**config.mk**
```make
export PLATFORM = sky130hd
export DESIGN_NAME = moldudp64_sess_tracker
export DESIGN_NICKNAME = d
export VERILOG_FILES = /design/src/rtl/moldudp64_sess_tracker.sv
export SDC_FILE = /design/constraint.sdc
export NUM_CORES = 2
export LEC_CHECK = 0
export ABC_CLOCK_PERIOD_IN_PS = 75700
export CAP_MARGIN = 25
export CORE_MARGIN = 2
export CORE_UTILIZATION = 60
export DETAILED_ROUTE_END_ITERATION = 8
export PLACE_DENSITY_LB_ADDON = 0.25
export SYNTH_ARGS = -nofsm -noshare
export SYNTH_HDL_FRONTEND = slang
export SYNTH_SLANG_ARGS = --single-unit
```
**constraint.sdc**
```tcl
create_clock -name clk -period 75.7 [get_ports clk]
set_clock_uncertainty 0.05 [all_clocks]
set_input_delay 7.57 -clock clk [delete_from_list [all_inputs] [get_ports clk]]
set_output_delay 7.57 -clock clk [all_outputs]
set_load 0.02 [all_outputs]
```
**src/rtl/moldudp64_sess_tracker.sv**
```systemverilog
// rtl/moldudp64_sess_tracker.sv - multi-session MoldUDP64 sequence tracker
//
// Purpose: keeps the next-expected sequence number for up to SESS_N sessions
// and classifies each parsed header as in-order, gap, duplicate, end of
// session or rejected. Also watches per-slot heartbeat idle time.
//
// Ports:
//   clk, reset (async, active-high)
//   hdr_v_i / hdr_sid_i / hdr_seq_num_i / hdr_msg_cnt_i : one parsed header per cycle
//   pkt_v_o, pkt_rej_o, pkt_slot_o, pkt_drop_cnt_o     : per-packet result (1 cycle later)
//   miss_v_o, miss_sid_o, miss_seq_num_start_o,
//   miss_seq_num_cnt_o                                   : gap report
//   eos_v_o                                              : session ended, slot freed
//   flatlined_o                                          : per-slot heartbeat lost (level)
module moldudp64_sess_tracker #(
    parameter int              SID_W       = 80,
    parameter int              SEQ_NUM_W   = 64,
    parameter int              ML_W        = 16,
    parameter int              SESS_N      = 4,
    parameter int              HB_TIMEOUT  = 1000,
    parameter logic [ML_W-1:0] EOS_MSG_CNT = 16'hFFFF,
    parameter int              SLOT_W      = (SESS_N > 1) ? $clog2(SESS_N) : 1
) (
    input  logic                 clk,
    input  logic                 reset,
    input  logic                 hdr_v_i,
    input  logic [SID_W-1:0]     hdr_sid_i,
    input  logic [SEQ_NUM_W-1:0] hdr_seq_num_i,
    input  logic [ML_W-1:0]      hdr_msg_cnt_i,
    output logic                 pkt_v_o,
    output logic                 pkt_rej_o,
    output logic [SLOT_W-1:0]    pkt_slot_o,
    output logic [ML_W-1:0]      pkt_drop_cnt_o,
    output logic                 miss_v_o,
    output logic [SID_W-1:0]     miss_sid_o,
    output logic [SEQ_NUM_W-1:0] miss_seq_num_start_o,
    output logic [SEQ_NUM_W-1:0] miss_seq_num_cnt_o,
    output logic                 eos_v_o,
    output logic [SESS_N-1:0]    flatlined_o
);

    localparam int                  HB_CNT_W = $clog2(HB_TIMEOUT + 1);
    localparam logic [HB_CNT_W-1:0] HB_MAX   = HB_CNT_W'(HB_TIMEOUT);

    // Session table
    logic [SESS_N-1:0]    valid_q, valid_d;
    logic [SID_W-1:0]     sid_q   [SESS_N];
    logic [SID_W-1:0]     sid_d   [SESS_N];
    logic [SEQ_NUM_W-1:0] exp_q   [SESS_N];
    logic [SEQ_NUM_W-1:0] exp_d   [SESS_N];
    logic [HB_CNT_W-1:0]  timer_q [SESS_N];
    logic [HB_CNT_W-1:0]  timer_d [SESS_N];

    // Registered per-packet results
    logic                 pkt_v_q, pkt_v_d;
    logic                 pkt_rej_q, pkt_rej_d;
    logic [SLOT_W-1:0]    pkt_slot_q, pkt_slot_d;
    logic [ML_W-1:0]      pkt_drop_q, pkt_drop_d;
    logic                 miss_v_q, miss_v_d;
    logic [SID_W-1:0]     miss_sid_q, miss_sid_d;
    logic [SEQ_NUM_W-1:0] miss_start_q, miss_start_d;
    logic [SEQ_NUM_W-1:0] miss_cnt_q, miss_cnt_d;
    logic                 eos_v_q, eos_v_d;

    // Parallel lookup of the header sid and lowest free slot
    logic                 hit;
    logic [SLOT_W-1:0]    hit_idx;
    logic [SEQ_NUM_W-1:0] hit_exp;
    logic                 free;
    logic [SLOT_W-1:0]    free_idx;

    always_comb begin
        hit      = 1'b0;
        hit_idx  = '0;
        hit_exp  = '0;
        free     = 1'b0;
        free_idx = '0;
        for (int i = 0; i < SESS_N; i++) begin
            if (valid_q[i] && sid_q[i] == hdr_sid_i) begin
                hit     = 1'b1;
                hit_idx = SLOT_W'(i);
                hit_exp = exp_q[i];
            end
        end
        // Descending scan so the last assignment is the lowest free index
        for (int i = SESS_N - 1; i >= 0; i--) begin
            if (!valid_q[i]) begin
                free     = 1'b1;
                free_idx = SLOT_W'(i);
            end
        end
    end

    // Header arithmetic against the matched slot's expected sequence number
    logic                 is_hb;
    logic                 is_eos;
    logic [SEQ_NUM_W-1:0] cnt_ext;
    logic [SEQ_NUM_W-1:0] seq_end;
    logic [SEQ_NUM_W-1:0] ahead;
    logic [SEQ_NUM_W-1:0] behind;
    logic                 gap;
    logic [ML_W-1:0]      dup_cnt;

    assign is_hb   = (hdr_msg_cnt_i == '0);
    assign is_eos  = (hdr_msg_cnt_i == EOS_MSG_CNT);
    assign cnt_ext = SEQ_NUM_W'(hdr_msg_cnt_i);
    assign seq_end = hdr_seq_num_i + cnt_ext;
    assign gap     = (hdr_seq_num_i > hit_exp);
    assign ahead   = hdr_seq_num_i - hit_exp;
    assign behind  = hit_exp - hdr_seq_num_i;
    // Full-width compare before narrowing so large overlaps saturate to msg_cnt
    assign dup_cnt = (behind > cnt_ext) ? hdr_msg_cnt_i : behind[ML_W-1:0];

    always_comb begin
        valid_d = valid_q;
        sid_d   = sid_q;
        exp_d   = exp_q;
        for (int i = 0; i < SESS_N; i++) begin
            timer_d[i] = (valid_q[i] && timer_q[i] != HB_MAX) ?
                         timer_q[i] + HB_CNT_W'(1) : timer_q[i];
        end

        pkt_v_d      = 1'b0;
        pkt_rej_d    = 1'b0;
        pkt_slot_d   = '0;
        pkt_drop_d   = '0;
        miss_v_d     = 1'b0;
        miss_sid_d   = '0;
        miss_start_d = '0;
        miss_cnt_d   = '0;
        eos_v_d      = 1'b0;

        if (hdr_v_i) begin
            pkt_v_d = 1'b1;
            if (hit) begin
                pkt_slot_d   = hit_idx;
                miss_v_d     = gap;
                miss_sid_d   = hdr_sid_i;
                miss_start_d = hit_exp;
                miss_cnt_d   = ahead;
                eos_v_d      = is_eos;
                if (!is_hb && !is_eos) begin
                    pkt_drop_d = gap ? '0 : dup_cnt;
                end
                for (int i = 0; i < SESS_N; i++) begin
                    if (SLOT_W'(i) == hit_idx) begin
                        // Any hit clears the idle timer, winning over saturation
                        timer_d[i] = '0;
                        if (is_eos) begin
                            valid_d[i] = 1'b0;
                        end else if (is_hb) begin
                            if (gap) begin
                                exp_d[i] = hdr_seq_num_i;
                            end
                        end else begin
                            exp_d[i] = (seq_end > hit_exp) ? seq_end : hit_exp;
                        end
                    end
                end
            end else if (is_hb || is_eos) begin
                // Heartbeat/EOS for an unknown session never allocates
                pkt_rej_d = 1'b1;
            end else if (free) begin
                pkt_slot_d = free_idx;
                for (int i = 0; i < SESS_N; i++) begin
                    if (SLOT_W'(i) == free_idx) begin
                        valid_d[i] = 1'b1;
                        sid_d[i]   = hdr_sid_i;
                        exp_d[i]   = seq_end;
                        timer_d[i] = '0;
                    end
                end
            end else begin
                pkt_rej_d  = 1'b1;
                pkt_drop_d = hdr_msg_cnt_i;
            end
        end
    end

    always_ff @(posedge clk or posedge reset) begin
        if (reset) begin
            valid_q <= '0;
            for (int i = 0; i < SESS_N; i++) begin
                sid_q[i]   <= '0;
                exp_q[i]   <= '0;
                timer_q[i] <= '0;
            end
            pkt_v_q      <= 1'b0;
            pkt_rej_q    <= 1'b0;
            pkt_slot_q   <= '0;
            pkt_drop_q   <= '0;
            miss_v_q     <= 1'b0;
            miss_sid_q   <= '0;
            miss_start_q <= '0;
            miss_cnt_q   <= '0;
            eos_v_q      <= 1'b0;
        end else begin
            valid_q <= valid_d;
            for (int i = 0; i < SESS_N; i++) begin
                sid_q[i]   <= sid_d[i];
                exp_q[i]   <= exp_d[i];
                timer_q[i] <= timer_d[i];
            end
            pkt_v_q      <= pkt_v_d;
            pkt_rej_q    <= pkt_rej_d;
            pkt_slot_q   <= pkt_slot_d;
            pkt_drop_q   <= pkt_drop_d;
            miss_v_q     <= miss_v_d;
            miss_sid_q   <= miss_sid_d;
            miss_start_q <= miss_start_d;
            miss_cnt_q   <= miss_cnt_d;
            eos_v_q      <= eos_v_d;
        end
    end

    always_comb begin
        flatlined_o = '0;
        for (int i = 0; i < SESS_N; i++) begin
            flatlined_o[i] = valid_q[i] && (timer_q[i] == HB_MAX);
        end
    end

    assign pkt_v_o              = pkt_v_q;
    assign pkt_rej_o            = pkt_rej_q;
    assign pkt_slot_o           = pkt_slot_q;
    assign pkt_drop_cnt_o       = pkt_drop_q;
    assign miss_v_o             = miss_v_q;
    assign miss_sid_o           = miss_sid_q;
    assign miss_seq_num_start_o = miss_start_q;
    assign miss_seq_num_cnt_o   = miss_cnt_q;
    assign eos_v_o              = eos_v_q;

endmodule
```
Word level (Yosys, flattened, before mapping)
Cells that the tools add are included.
Word-level totals
  word-level logic and storage cells: 188
  bits in registers: 850
  bits of input ports: 163
  output and inout bits: 234
Operators by class
  add/subtract/negate cells: 7
  order comparisons: 3
  reductions and logical operators: 36
  multiplexer cells: 88
  equal/unequal tests: 27
  bitwise gates (word level): 2
Operator list (number)
  2-to-1 mux 64 bit: 20
  2-to-1 mux 256 bit: 3
  equality test 80 bit: 4
  2-to-1 mux 40 bit: 4
  2-to-1 mux 80 bit: 2
  > comparator 64 bit: 2
  subtractor 64 bit: 2
  2-to-1 mux 10 bit: 12
  2-to-1 mux 16 bit: 7
  adder 64 x 16 -> 64 bit: 1
  > comparator 64 x 16 -> 1 bit: 1
  adder 10 x 1 -> 10 bit (second input constant): 4
  equality test 10 bit (second input constant): 4
  inequality test 10 bit (second input constant): 4
  AND reduction 7 bit: 4
  2-to-1 mux 1 bit: 27
  AND reduction 6 bit: 4
  2-to-1 mux 2 bit: 10
  AND reduction 5 bit: 4
  equality test 16 bit (second input constant): 1
  logical NOT 16 bit: 1
  logical AND 1 bit: 13
  2-to-1 mux 4 bit: 3
  inequality test 2 x 1 -> 1 bit (second input constant): 5
  9 further kinds: 21

Depth between registers and ports, before layout
  word-level depth: 13
  gate-level depth with buffers: 37
  mapped depth without buffers: 34

Worst setup path after synthesis
Ideal clock, no wire load.
  path kind: input to register
  start point: in hdr_sid_i[36]
  end point: reg pkt_drop_q[10], in the netlist pkt_drop_cnt_o[10]
  required time: 75529 ps
  library setup time: 121 ps
  stages on the path: 35
  data arrival time: 14283 ps
  path slack: 61246 ps
  path buffers: 3
  cell sequence: clkbuf_1 -> xnor2_1 -> nand4_1 -> nor4_1 -> nand4_1 -> nor3_2 -> clkbuf_1 -> mux2_2 -> mux2_2 -> inv_1 -> ha_1 -> inv_1 -> fa_1 -> nand3_2 -> a21oi_1 -> nor2b_1 -> nor2_1 -> nor2_1 -> nor2_1 -> nor2_1 -> xnor2_1 -> ha_1 -> nand4_1 -> nor2_1 -> a221o_1 -> a211oi_1 -> o22ai_1 -> a2111o_1 -> nand4b_1 -> nor4_1 -> nand4_1 -> nor4_2 -> o22ai_1 -> buf_2 -> a22o_1
On the way
  cells in the longest elaborated chain, start to end: 13
  elaborated cells between the ends (all ways): 24
  classes of those cells: 1 x add/sub; 2 x order compare; 4 x eq/ne; 13 x mux; 4 x reduce/logical
RTL lines
  start: declaration: RTL line 27  | input logic [SID_W-1:0] hdr_sid_i,
  equality test 80 bit: RTL line 79  | if (valid_q[i] && sid_q[i] == hdr_sid_i) begin
  logical AND 1 bit: RTL line 79
  2-to-1 mux 64 bit (4 in a row): RTL line 79
  subtractor 64 bit: RTL line 110  | assign behind = hit_exp - hdr_seq_num_i;
  > comparator 64 x 16 -> 1 bit: RTL line 112  | assign dup_cnt = (behind > cnt_ext) ? hdr_msg_cnt_i : behind[ML_W-1:0];
  2-to-1 mux 16 bit: RTL line 112
  2-to-1 mux 16 bit: RTL line 143  | pkt_drop_d = gap ? '0 : dup_cnt;
  2-to-1 mux 16 bit: RTL line 142  | if (!is_hb && !is_eos) begin
  2-to-1 mux 16 bit *: RTL line 135  | if (hit) begin
  2-to-1 mux 16 bit *: RTL line 133  | if (hdr_v_i) begin
  named net pkt_drop_d[10]: RTL line 58  | logic [ML_W-1:0] pkt_drop_q, pkt_drop_d;
  end signal: assignment: RTL line 207  | pkt_drop_q <= pkt_drop_d;
  end: declaration: RTL line 58
Mark *: on every way through the listed nets, which the timed path passes. The rest lies on a longest branch.
A chain may end at the register's enable or synchronous reset.

Worst setup path after layout
  start point: in hdr_sid_i[14]
  end point: reg pkt_drop_q[11], in the netlist pkt_drop_cnt_o[11]
Same word-level chain as after synthesis.

==> qor.yml <==
whs_ps: 433
clk_pin_slew_ps: 60
fin_crit_ps: 18740
cpMostUsedCell: "nand4_1"
grt_pass1_wl_um: 257000
startpoint_type: "primary input"
tns_ps: 0
critPathBufInv: 5
worstHoldStart: "exp_q[161]"
drv_slew: 0
arrival_ps: 19270
die_w_um: 297
overflow: 0
synth_top_cell_by_area: "dfrtp_1"
synth.area.top_cells: "dfrtp_1 (41%), mux2_2 (13%), xnor2_1 (6.7%), ha_1 (5.6%), a21oi_1 (2.8%)"
core_area_um2: 85000
nets: 5860
io_pins: 397
synth_seq_cells: 850
cp_max_fo: 38
cellPowerDensity_nw_per_um2: 29.1
cts_tree: "yes"
critPathLaunch: "hdr_sid_i[14]"
synthCells: 5187
hold_buffers: 0
fin_crit_sh: 0.247
cts_max_level: 3
irDropWorstVdd_v: 0.0000268
cp_slowest_cell: "xnor2_1"
wl_met1_um: 70800
total_power_w: 0.00173
antenna_found_initial: 7
cts_setup_buffers: 0
ctsResizeCount: 0
r2r-start: "sid_q[14]"
place_area_um2: 56200
rsz0062_at_grt: "false"
slowest_delay_ps: 890
synth_cell_types: 91
setup_viol: 0
highest_layer: "met5"
ant_nets: 0
grt_pass1_vias: 41146
io_buffer_count: 396
maxSlewHeadroom: 0.251
rows: 107
avgSynthCellArea_um2: 9.90
ys_seq_area_frac: 0.414
final_cell_mix: "dfrtp_1 (850), mux2_2 (612), clkdlybuf4s50_1 (396)"
numCtsBuffers: 92
grt_usage: 0.390
cts_sinks: 850
crit_required_ps: 76230
gp_congestion: 1.05
tightest_slew_ps: 1120
dr.pass1.iters: 6
critPathTopFamily: "simple AND/OR/NAND/NOR gates"
design_area_um2: 59500
hold_class: "flip-flop to flip-flop"
status: "completed"
critPathKind: "primary input to flip-flop"
wl_per_cell_um: 26.0
hpwl_um: 131000
netlist.area_leader.share: 0.414
dieArea_um2: 88000
vias: 42251
end_kind: "flip-flop"
met3_length_um: 16300
grt_max_degree: 185
wl_met2_um: 78900
drt-total-wl_um: 174000
drt_iter0_drc: 4297
synthesis.nets: 5584
die_h_um: 297
finalHoldViolations: 0
root_buffer: "clkbuf_16"
start_util: 0.604
leakagePower_nw: 25.5
synth_edf_count: 0
drive_gt1_frac: 0.164
drt-vias-per-instance: 6.32
clk_latency_ps: 690
async_flop_share: 1.00
drc: 0
area_growth_pct: 15.8
syn_area_um2: 51400
cts_buffer_depth: 3
synth_flop_cell: "dfrtp_1"
maxCapViolCount: 0
ys_warn_count: 0
fill_cells: 6507
max_freq_ghz: 0.0534
final_common_cell: "dfrtp_1"
==> routing by layer <==
metal / up-vias / track usage
met5: - / 0
met4: 6 / 0.161
met3: 417 / 0.0858
met2: 1986 / 0.612
met1: 21066 / 0.526
li1: 18776 / -
==> registers in the layout (all words and copies together) (netlist names) <==
register              cells
sid_q                   320
exp_q                   256
miss_sid_o               80
miss_seq_num_cnt_o       64
miss_seq_num_start_o     64
timer_q                  40
pkt_drop_cnt_o           16
valid_q                   4
pkt_slot_o                2
eos_v_o                   1
miss_v_o                  1
pkt_rej_o                 1
pkt_v_o                   1
==> cells by family (layout without fill, tap and decap cells) <==
| logic type | count (synthesis) | in the layout | synth area share |
|---|---|---|---|
| flops | 850 | 850 | 0.414 |
| compound gates | 937 | 937 | 0.113 |
| mux | 687 | 687 | 0.149 |
| xor+xnor | 477 | 477 | 0.0813 |
| fa+ha+maj | 234 | 234 | 0.0574 |
| other cells | 0 | 2 | 0 |
| buf+inv | 546 | 898 | 0.0436 |
| simple gates | 1456 | 1456 | 0.141 |
==> cell type report <==
| class | instances | area [um^2] | area share |
|---|---|---|---|
| diodes | 2 | 5.00 | 0.0000842 |
| clock buffers | 133 | 2680 | 0.0450 |
| clock inverters | 37 | 464 | 0.00781 |
| inverters | 244 | 923 | 0.0155 |
| multi-input cells | 3791 | 28000 | 0.470 |
| flip-flops and latches | 850 | 21300 | 0.358 |
| well taps | 1144 | 1430 | 0.0241 |
| repair buffers | 484 | 4740 | 0.0797 |
==> cell usage after synthesis, types with 88 or more instances <==
master / n
a21oi_1: 291
o21ai_0: 248
dfrtp_1: 850
nand4_1: 206
xnor2_1: 392
inv_1: 243
mux2_2: 612
buf_2: 120
nand2_1: 383
a21o_1: 93
and2_1: 88
clkbuf_1: 158
ha_1: 231
nor2_1: 351
==> worst paths after layout <==
check                                     endpoint  slack [ps]  cells past startpoint
worst max-delay path            pkt_drop_cnt_o[11]       56960                     32
worst min-delay path                    exp_q[161]         430                      2
worst max register to register  pkt_drop_cnt_o[11]       64160                     31
worst min register to register          exp_q[161]         430                      2
max in group asynchronous                 sid_q[7]       64620                      7
min in group asynchronous               timer_q[9]        7350                      2
==> where the power goes <==
part	switching (W)	internal, W	total, W
combinational	0.000281	0.000255	0.000535
sequential	0.000111	0.000621	0.000732
clock	0.000193	0.000271	0.000464
total	0.000585	0.00115	0.00173
==> worst min-delay path, cell delays in order (launching register included) <==
cell and delay (ps):
dfrtp_1 340, nand2_1 50, o21ai_0 60
==> through the flow <==
stage                     cells  worst slack (ps)   util
final                      6685             56960  0.699
after global routing       6684             56660  0.699
after CTS                  6677             57490  0.698
after detailed placement   6507             56820  0.661
after global placement     6505             57040  0.661
after floorplan            5187             44200      -
Note: power is estimated with default switching activity, not from simulation.
